`src/rtl/div_share_arb.sv`:
```
// div_share_arb: two requesters share one iterative 16/8 restoring divider.
//
// Ports:
//   clk, rst                       clock, synchronous active-high reset
//   req0_valid/ready/a/b           requester 0 handshake, 16-bit dividend, 8-bit divisor
//   req1_valid/ready/a/b           requester 1, same as requester 0
//   resp_valid/ready               result handshake
//   resp_id                        requester that issued the result
//   resp_result                    16-bit quotient
//   resp_odd                       remainder (zero-extended), or the dividend on divide-by-zero
//   busy                           high while in CALC or DONE
//
// state | meaning
// ------+---------------------------------------------------------------
// IDLE  | arbitrate and accept one request
// CALC  | one quotient bit per cycle, cnt walks 15 down to 0
// DONE  | result held on resp_* until resp_ready
module div_share_arb (
    input  logic        clk,
    input  logic        rst,
    input  logic        req0_valid,
    output logic        req0_ready,
    input  logic [15:0] req0_a,
    input  logic [7:0]  req0_b,
    input  logic        req1_valid,
    output logic        req1_ready,
    input  logic [15:0] req1_a,
    input  logic [7:0]  req1_b,
    output logic        resp_valid,
    input  logic        resp_ready,
    output logic        resp_id,
    output logic [15:0] resp_result,
    output logic [15:0] resp_odd,
    output logic        busy
);

    typedef enum logic [1:0] {IDLE, CALC, DONE} state_t;

    state_t      state;
    logic        last_id;
    logic        id_q;
    logic [15:0] a_q;
    logic [7:0]  b_q;
    logic [15:0] q;
    logic [7:0]  rem;
    logic [3:0]  cnt;

    logic        in_idle;
    logic        eff_last;
    logic        grant;
    logic        any_valid;
    logic [15:0] sel_a;
    logic [7:0]  sel_b;

    logic [8:0]  rem9;
    logic [7:0]  diff;
    logic        ge;
    logic [7:0]  rem_nxt;
    logic [15:0] q_nxt;

    // While rst is high the arbiter already behaves as it will in IDLE
    // right after reset, so readys reflect the post-reset tie-break.
    always_comb begin
        in_idle   = (state == IDLE) || rst;
        eff_last  = rst ? 1'b1 : last_id;
        any_valid = req0_valid || req1_valid;
        if (req0_valid && req1_valid)
            grant = ~eff_last;
        else
            grant = req1_valid;
        req0_ready = in_idle && req0_valid && !grant;
        req1_ready = in_idle && req1_valid && grant;
        sel_a      = grant ? req1_a : req0_a;
        sel_b      = grant ? req1_b : req0_b;
    end

    // Restoring step. rem < b always holds, so when rem9 >= b the
    // difference fits in 8 bits and only the low byte needs subtracting.
    always_comb begin
        rem9       = {rem, a_q[cnt]};
        ge         = rem9 >= {1'b0, b_q};
        diff       = rem9[7:0] - b_q;
        rem_nxt    = ge ? diff : rem9[7:0];
        q_nxt      = q;
        q_nxt[cnt] = ge;
    end

    assign busy = (state == CALC) || (state == DONE);

    always_ff @(posedge clk) begin
        if (rst) begin
            state       <= IDLE;
            resp_valid  <= 1'b0;
            resp_id     <= 1'b0;
            resp_result <= 16'd0;
            resp_odd    <= 16'd0;
            cnt         <= 4'd0;
            last_id     <= 1'b1;
            id_q        <= 1'b0;
            a_q         <= 16'd0;
            b_q         <= 8'd0;
            q           <= 16'd0;
            rem         <= 8'd0;
        end else begin
            case (state)
                IDLE: begin
                    if (any_valid) begin
                        a_q     <= sel_a;
                        b_q     <= sel_b;
                        id_q    <= grant;
                        last_id <= grant;
                        if (sel_b != 8'd0) begin
                            q     <= 16'd0;
                            rem   <= 8'd0;
                            cnt   <= 4'd15;
                            state <= CALC;
                        end else begin
                            resp_result <= 16'd0;
                            resp_odd    <= sel_a;
                            resp_id     <= grant;
                            resp_valid  <= 1'b1;
                            state       <= DONE;
                        end
                    end
                end
                CALC: begin
                    rem <= rem_nxt;
                    q   <= q_nxt;
                    if (cnt == 4'd0) begin
                        resp_result <= q_nxt;
                        resp_odd    <= {8'd0, rem_nxt};
                        resp_id     <= id_q;
                        resp_valid  <= 1'b1;
                        state       <= DONE;
                    end else begin
                        cnt <= cnt - 4'd1;
                    end
                end
                DONE: begin
                    if (resp_ready) begin
                        resp_valid <= 1'b0;
                        state      <= IDLE;
                    end
                end
                default: state <= IDLE;
            endcase
        end
    end

endmodule

```
`config.mk`:
```
export PLATFORM = sky130hd
export DESIGN_NAME = div_share_arb
export DESIGN_NICKNAME = d
export VERILOG_FILES = /design/src/rtl/div_share_arb.sv
export SDC_FILE = /design/constraint.sdc
export NUM_CORES = 1
export LEC_CHECK = 0
export BUFFER_PORTS_ARGS = -buffer_cell sky130_fd_sc_hd__buf_4
export CELL_PAD_IN_SITES_DETAIL_PLACEMENT = 1
export CELL_PAD_IN_SITES_GLOBAL_PLACEMENT = 1
export CORE_MARGIN = 2
export CORE_UTILIZATION = 42
export CTS_CLUSTER_SIZE = 24
export DETAILED_ROUTE_END_ITERATION = 10
export HOLD_SLACK_MARGIN = 0.1
export MAX_ROUTING_LAYER = met4
export PLACE_DENSITY_LB_ADDON = 0.1
export SLEW_MARGIN = 20
export SYNTH_ARGS = -nofsm -noshare
export SYNTH_HDL_FRONTEND = slang
export SYNTH_SLANG_ARGS = --single-unit
export TNS_END_PERCENT = 20
```
`constraint.sdc`:
```
create_clock -name clk -period 4.1 [get_ports clk]
set_clock_uncertainty 0.1 [all_clocks]
set_input_delay 0.41 -clock clk [delete_from_list [all_inputs] [get_ports clk]]
set_output_delay 0.41 -clock clk [all_outputs]
set_load 0.02 [all_outputs]
```
# == Word-level counts from Yosys, hierarchy flattened ==
# Cells that the tools add are included.
# Widths: inputs -> output; s select.
# totals
register_bits,90
input_bits,53
output_inout_bits,37
wordCells,89
# classes
add_sub_neg,2
magnitude_cmp,3
n_eq_ne,8
mux,42
bitwise_logic,1
reduce_logical,21
# ops
op,count
$mux 16,9
$pmux 16 s2,3
$mux 8,4
$bwmux 16,1
$pmux 8 s2,1
$mux 4,3
$mux 1,11
$ge 9x8->1,1
$mux 2,4
$ne 2x2->1 const B,4
$pmux 4 s2,1
$reduce_and 4->1,2
$reduce_bool 8->1,1
$sub 8x8->8,1
$logic_and 1x1->1,6
$pmux 2 s3,1
$reduce_and 3->1,2
$lt 4x5->1 const B,1
$reduce_and 5->1,1
$bmux 1 s4,1
$demux 1 s4,1
$ge 4x1->1 const B,1
$logic_not 4->1,1
$ne 2x1->1 const B,2
other kinds (12),14

# == Depth between registers and ports, before layout ==
# logic_depth
word_depth,8
depth_mapped,13
mapped_depth_nobuf,11

# == Worst setup path before layout ==
# No wires, ideal clock.
# synth_timing
path_kind,reg-to-reg
from,register cnt[0]
to,register resp_odd[4]
setup_time_ns,0.096
arrival_time_ns,2.812
required_ns,3.904
path_slack_ns,1.093
path_stages_with_launch,13
path_buffers,2
synth_period_minus_slack_ns,3.007
cell_sequence,dfxtp_1 buf_2 mux4_2 a22oi_1 and3_1 ha_1 nand3_1 o22ai_1 o2111ai_1 clkbuf_1 nand3_1 o211a_1 o41ai_2
# synth_via
elab_chain_cells,6
word_cells_on_any_way,10
classes_between,add/sub: 1; order compare: 1; eq/ne: 1; mux: 5; reduce/logical: 2
# synth_lines
item,line_no,rtl
from (decl),46,logic [3:0] cnt;
from (signal assigned),136,cnt <= cnt - 4'd1;
$bmux 1 s4,80,"rem9 = {rem, a_q[cnt]};"
$mux 1 (not written as such),80,
$sub 8x8->8 or $ge 9x8->1 (tied branches),"82, 81",
$mux 8,83,rem_nxt = ge ? diff : rem9[7:0];
$mux 16,129,if (cnt == 4'd0) begin
$pmux 16 s2,105,case (state)
to (signal assigned),119,resp_odd <= sel_a;
to (signal assigned),131,"resp_odd <= {8'd0, rem_nxt};"
to (decl),33,"output logic [15:0] resp_odd,"
# Parallel ways exist; a longest one is shown, timed or not. The select of a mux whose other input is x is not followed.
# A chain may end at the register's enable or synchronous reset.

# == Final worst setup path ==
# layout_timing
from,register cnt[0]
to,register q[9]
# layout_via
elab_chain_cells,6
word_cells_on_any_way,10
classes_between,order compare: 3; mux: 6; reduce/logical: 1
# layout_lines
item,line_no,rtl
"parallel branches: the longest is 4 deep, another holds $ge 9x8->1",n/a,
$bwmux 16 *,85,q_nxt[cnt] = ge;
$pmux 16 s2 *,105,
to (signal assigned),128,q <= q_nxt;
to (decl),44,logic [15:0] q;
# Every way passes the cells marked *. The select of a mux whose other input is x is not followed.

==> metrics.md <==
| Metric | Value |
|---|---|
| Status | `complete, no violations` |
| Post-layout min period | `~3500 ps` |
| Vias per cell | `5.82` |
| CTS tree | `built` |
| DRT iter0 DRCs | `around 350` |
| Crit path DAT | `around 3700 ps` |
| Crit Path Max Fanout | `11` |
| Root buffer cell | `clkbuf_16` |
| Reg2reg start | `cnt[0]$_SDFFE_PP0P_` |
| Achievable Freq | `0.284 GHz` |
| Largest net degree at the start of global routing | `58` |
| Max_cap viols | `0` |
| Post-synth EDFFs | `0` |
| Worst hold path class | `input pin to flip-flop` |
| Min-Delay Startpoint | `req0_b[2]` |
| Die Height | `between 100 and 150 microns` |
| Slew @ Worst Pin | `just under 1000 ps` |
| Max-slew violations | `0` |
| Count of final setup violators | `0` |
| Diode count | `0` |
| Crit-path slowest cell | `dfxtp_1` |
| CORE AREA | `roughly 0.011 sq mm` |
| Max IR drop VDD | `0.387 mV` |
| Die width | `approximately 110 microns` |
| Worst setup SP type | `flip-flop` |
| Post-Place Setup Slack | `578 ps` |
| Top-level I/O count | `90` |
| Starting Density | `a little over two fifths` |
| Post-CTS Setup Inserts | `0` |
| Clk_lat worst skew | `~340 ps` |
| Final WS setup | `580 ps` |
| H-tree depth | `3` |
| Final Power | `roughly 4.2 mW` |
| Post-route setup TNS | `0 ps` |
| Lkg Pwr | `2.35 nW` |
| Nets | `710` |
| Std-Cell Rows | `39` |
| Comb pwr share | `52.0%` |
| Placed cells | `just under 800` |
| First drt pass iteration count | `4` |
| Crit share post-route | `around 86%` |
| CP bufs+invs | `1` |
| # hold bufs at CTS | `0` |
| CP top delay family | `compound AO/OA/AOI/OAI gates` |
| WHS Endpoint | `b_q[2]$_SDFFE_PP0P_` |
| Final hold violation count | `0` |
| DIE AREA | `roughly 0.012 sq mm` |
| Fin Hold WS | `~250 ps` |
| Ys Warns | `0` |
| GRT Total Usage | `~25%` |
| RR Endpoint | `q[9]$_SDFFE_PP0P_` |
| Total CTS buffers | `9` |
| Vias in the first global route | `around 4,800` |
| Post-Syn Area per Cell | `~8.6 sq um` |
| Syn-to-layout area delta | `20.5%` |
| Worst EP required | `4270 ps` |
| Mapped Cells | `about 570` |
| Syn_nets | `640` |
| Fraction of layout instances using a drive strength above 1 | `23.6%` |
| Pwr/cell area | `between 700 and 800 mW/mm^2` |
| Aggregate global routing overflow | `0` |
| WL final | `roughly 15 mm` |
| Sequential Power Share | `~29%` |
| DRC violations left | `0` |
| Routed via count | `between 4,000 and 5,000` |
| Most frequent cells in the layout | `buf_4, dfxtp_1, nand2_1` |
| Synth Flop Type | `dfxtp_1` |
| R2R cell count | `11` |
| Worst setup EP type | `flip-flop` |
| Asr flop ratio synth | `0%` |
| CP cell instances | `mux4_2, a22oi_1, and3_1, ha_1, nand3_1, o22ai_1, o2111a_1, nor2_1, buf_4, a311o_1, o21ai_0` |
| Flop2flop setup slack | `~580 ps` |
| GPL Wtd Cong | `about 0.85` |
| Initial antenna violation count | `0` |
| Routed WL per cell | `about 19 microns` |
| Sw Share | `between 40% and 50%` |
| Internal power | `approximately 2.3 mW` |
| RSZ-0062 raised after global routing | `no` |
| Sink Count | `about 90` |
| Final cell count without fillers | `around 790` |
| Sw power | `around 1.9 mW` |
| Clock transition at path regs | `70 ps` |
| Post-synthesis cell type count | `63` |
| IO buf count | `89` |
| Flops & latches, synth | `just under 90` |
| Most common cell after layout, fill and taps aside | `buf_4` |
| Max transition margin | `approximately a third` |
| Mapped cell area | `roughly 0.005 sq mm` |
| Placed wire-length estimate | `10.4 mm` |
| Count of antenna-violating nets left after detailed routing | `0` |
| Post-CTS resize count | `0` |
| First-pass GRT wire length | `roughly 25 mm` |
| Hold Path Depth | `3` |
| Largest stage delay, worst path | `600 ps` |
| Seq/Total Area, Yosys | `a little over a third` |
| Kind of critical path | `flip-flop to flip-flop` |
| CTS max path bufs | `2` |
| Clock group share of total power | `a little under a fifth` |
-- per-layer routing --
metal	part of all wire (%)	global-route usage (%)	wire length (microns)	vias up
li1	-	-	-	2216
met1	46	33.1	6690	2238
met2	49	39.8	7190	103
met3	3.6	3.54	533	19
met4	1.5	7.16	216	0
met5	0	-	0	-
-- power by group through the flow --
stage	Clock [mW]	Combinational, mW	Sequential (mW)
CTS	0.823	2.19	1.21
finish	0.810	2.19	1.21
global placement	0	2.11	1.22
detailed placement	0	2.17	1.23
global route	0.866	2.43	1.24
floorplan	0	1.55	1.19
-- area by class of cell --
class	count	area [sq um]
Sequential cell	89	1780
Inverter	17	63.8
Tap cell	143	179
Multi-Input combinational cell	418	2770
Clock inverter	5	37.5
Timing Repair Buffer	103	773
Clock buffer	11	253
Fill cell	1400	5510
-- worst reg2reg max path, cell delays in order (launching register included) --
cell	delay (ps)
dfxtp_1	600
mux4_2	570
a22oi_1	170
and3_1	280
ha_1	180
nand3_1	70
o22ai_1	190
o2111a_1	470
nor2_1	80
buf_4	190
a311o_1	390
o21ai_0	170
-- worst max path at each step --
stage / start / to / cells past startpoint
2_1_floorplan: cnt[0]$_SDFFE_PP0P_ / resp_odd[4]$_SDFFE_PP0P_ / 12
3_3_place_gp: cnt[0]$_SDFFE_PP0P_ / q[7]$_SDFFE_PP0P_ / 11
3_5_place_dp: cnt[0]$_SDFFE_PP0P_ / q[9]$_SDFFE_PP0P_ / 11
4_1_cts: cnt[0]$_SDFFE_PP0P_ / q[9]$_SDFFE_PP0P_ / 11
5_1_grt: cnt[0]$_SDFFE_PP0P_ / q[6]$_SDFFE_PP0P_ / 11
6_report: cnt[0]$_SDFFE_PP0P_ / q[9]$_SDFFE_PP0P_ / 11
-- Yosys cell counts, drive strengths merged (9+ instances only) --
cell type / n / area share, %
buf: 16 / 2.8
a311oi: 14 / 2.5
clkbuf: 27 / 2.3
o21ai: 28 / 3.3
a21oi: 53 / 5.8
a311o: 9 / 1.9
inv: 17 / 1.3
nand3b: 27 / 4.2
nand2: 66 / 5.1
ha: 18 / 4.6
dfxtp: 89 / 37
mux2i: 12 / 2.5
or3: 12 / 1.5
a211oi: 19 / 2.9
nand3: 15 / 1.5
nor2: 60 / 4.6
-- through the flow --
step / area [sq um] / utilization, %
floorplan: 4870 / -
finish: 5860 / 51.6
CTS: 5860 / 51.6
global placement: 5570 / 49.0
global route: 5860 / 51.6
detailed placement: 5570 / 49.0
-- state kept, by name, indices dropped and copies added, names as in the netlist --
signal       flops
a_q             16
b_q              8
last_id          1
resp_odd        16
resp_result     16
id_q             1
cnt              4
resp_id          1
state            2
q               15
rem              8
resp_valid       1
-- kinds of logic (layout without fill, tap and decap cells) --
family / count (synthesis) / in the layout / synth area share [%]
AOI/OAI and AO/OA: 164 / 164 / 24.5
xor gates and xnor gates: 3 / 3 / 0.540
and+or+nand+nor: 210 / 210 / 21.0
DFF: 89 / 89 / 36.6
buffers and inverters: 61 / 136 / 6.58
adders and majority gates: 19 / 19 / 5.04
muxes: 22 / 22 / 5.71
Power figures use the tool's default switching activity.
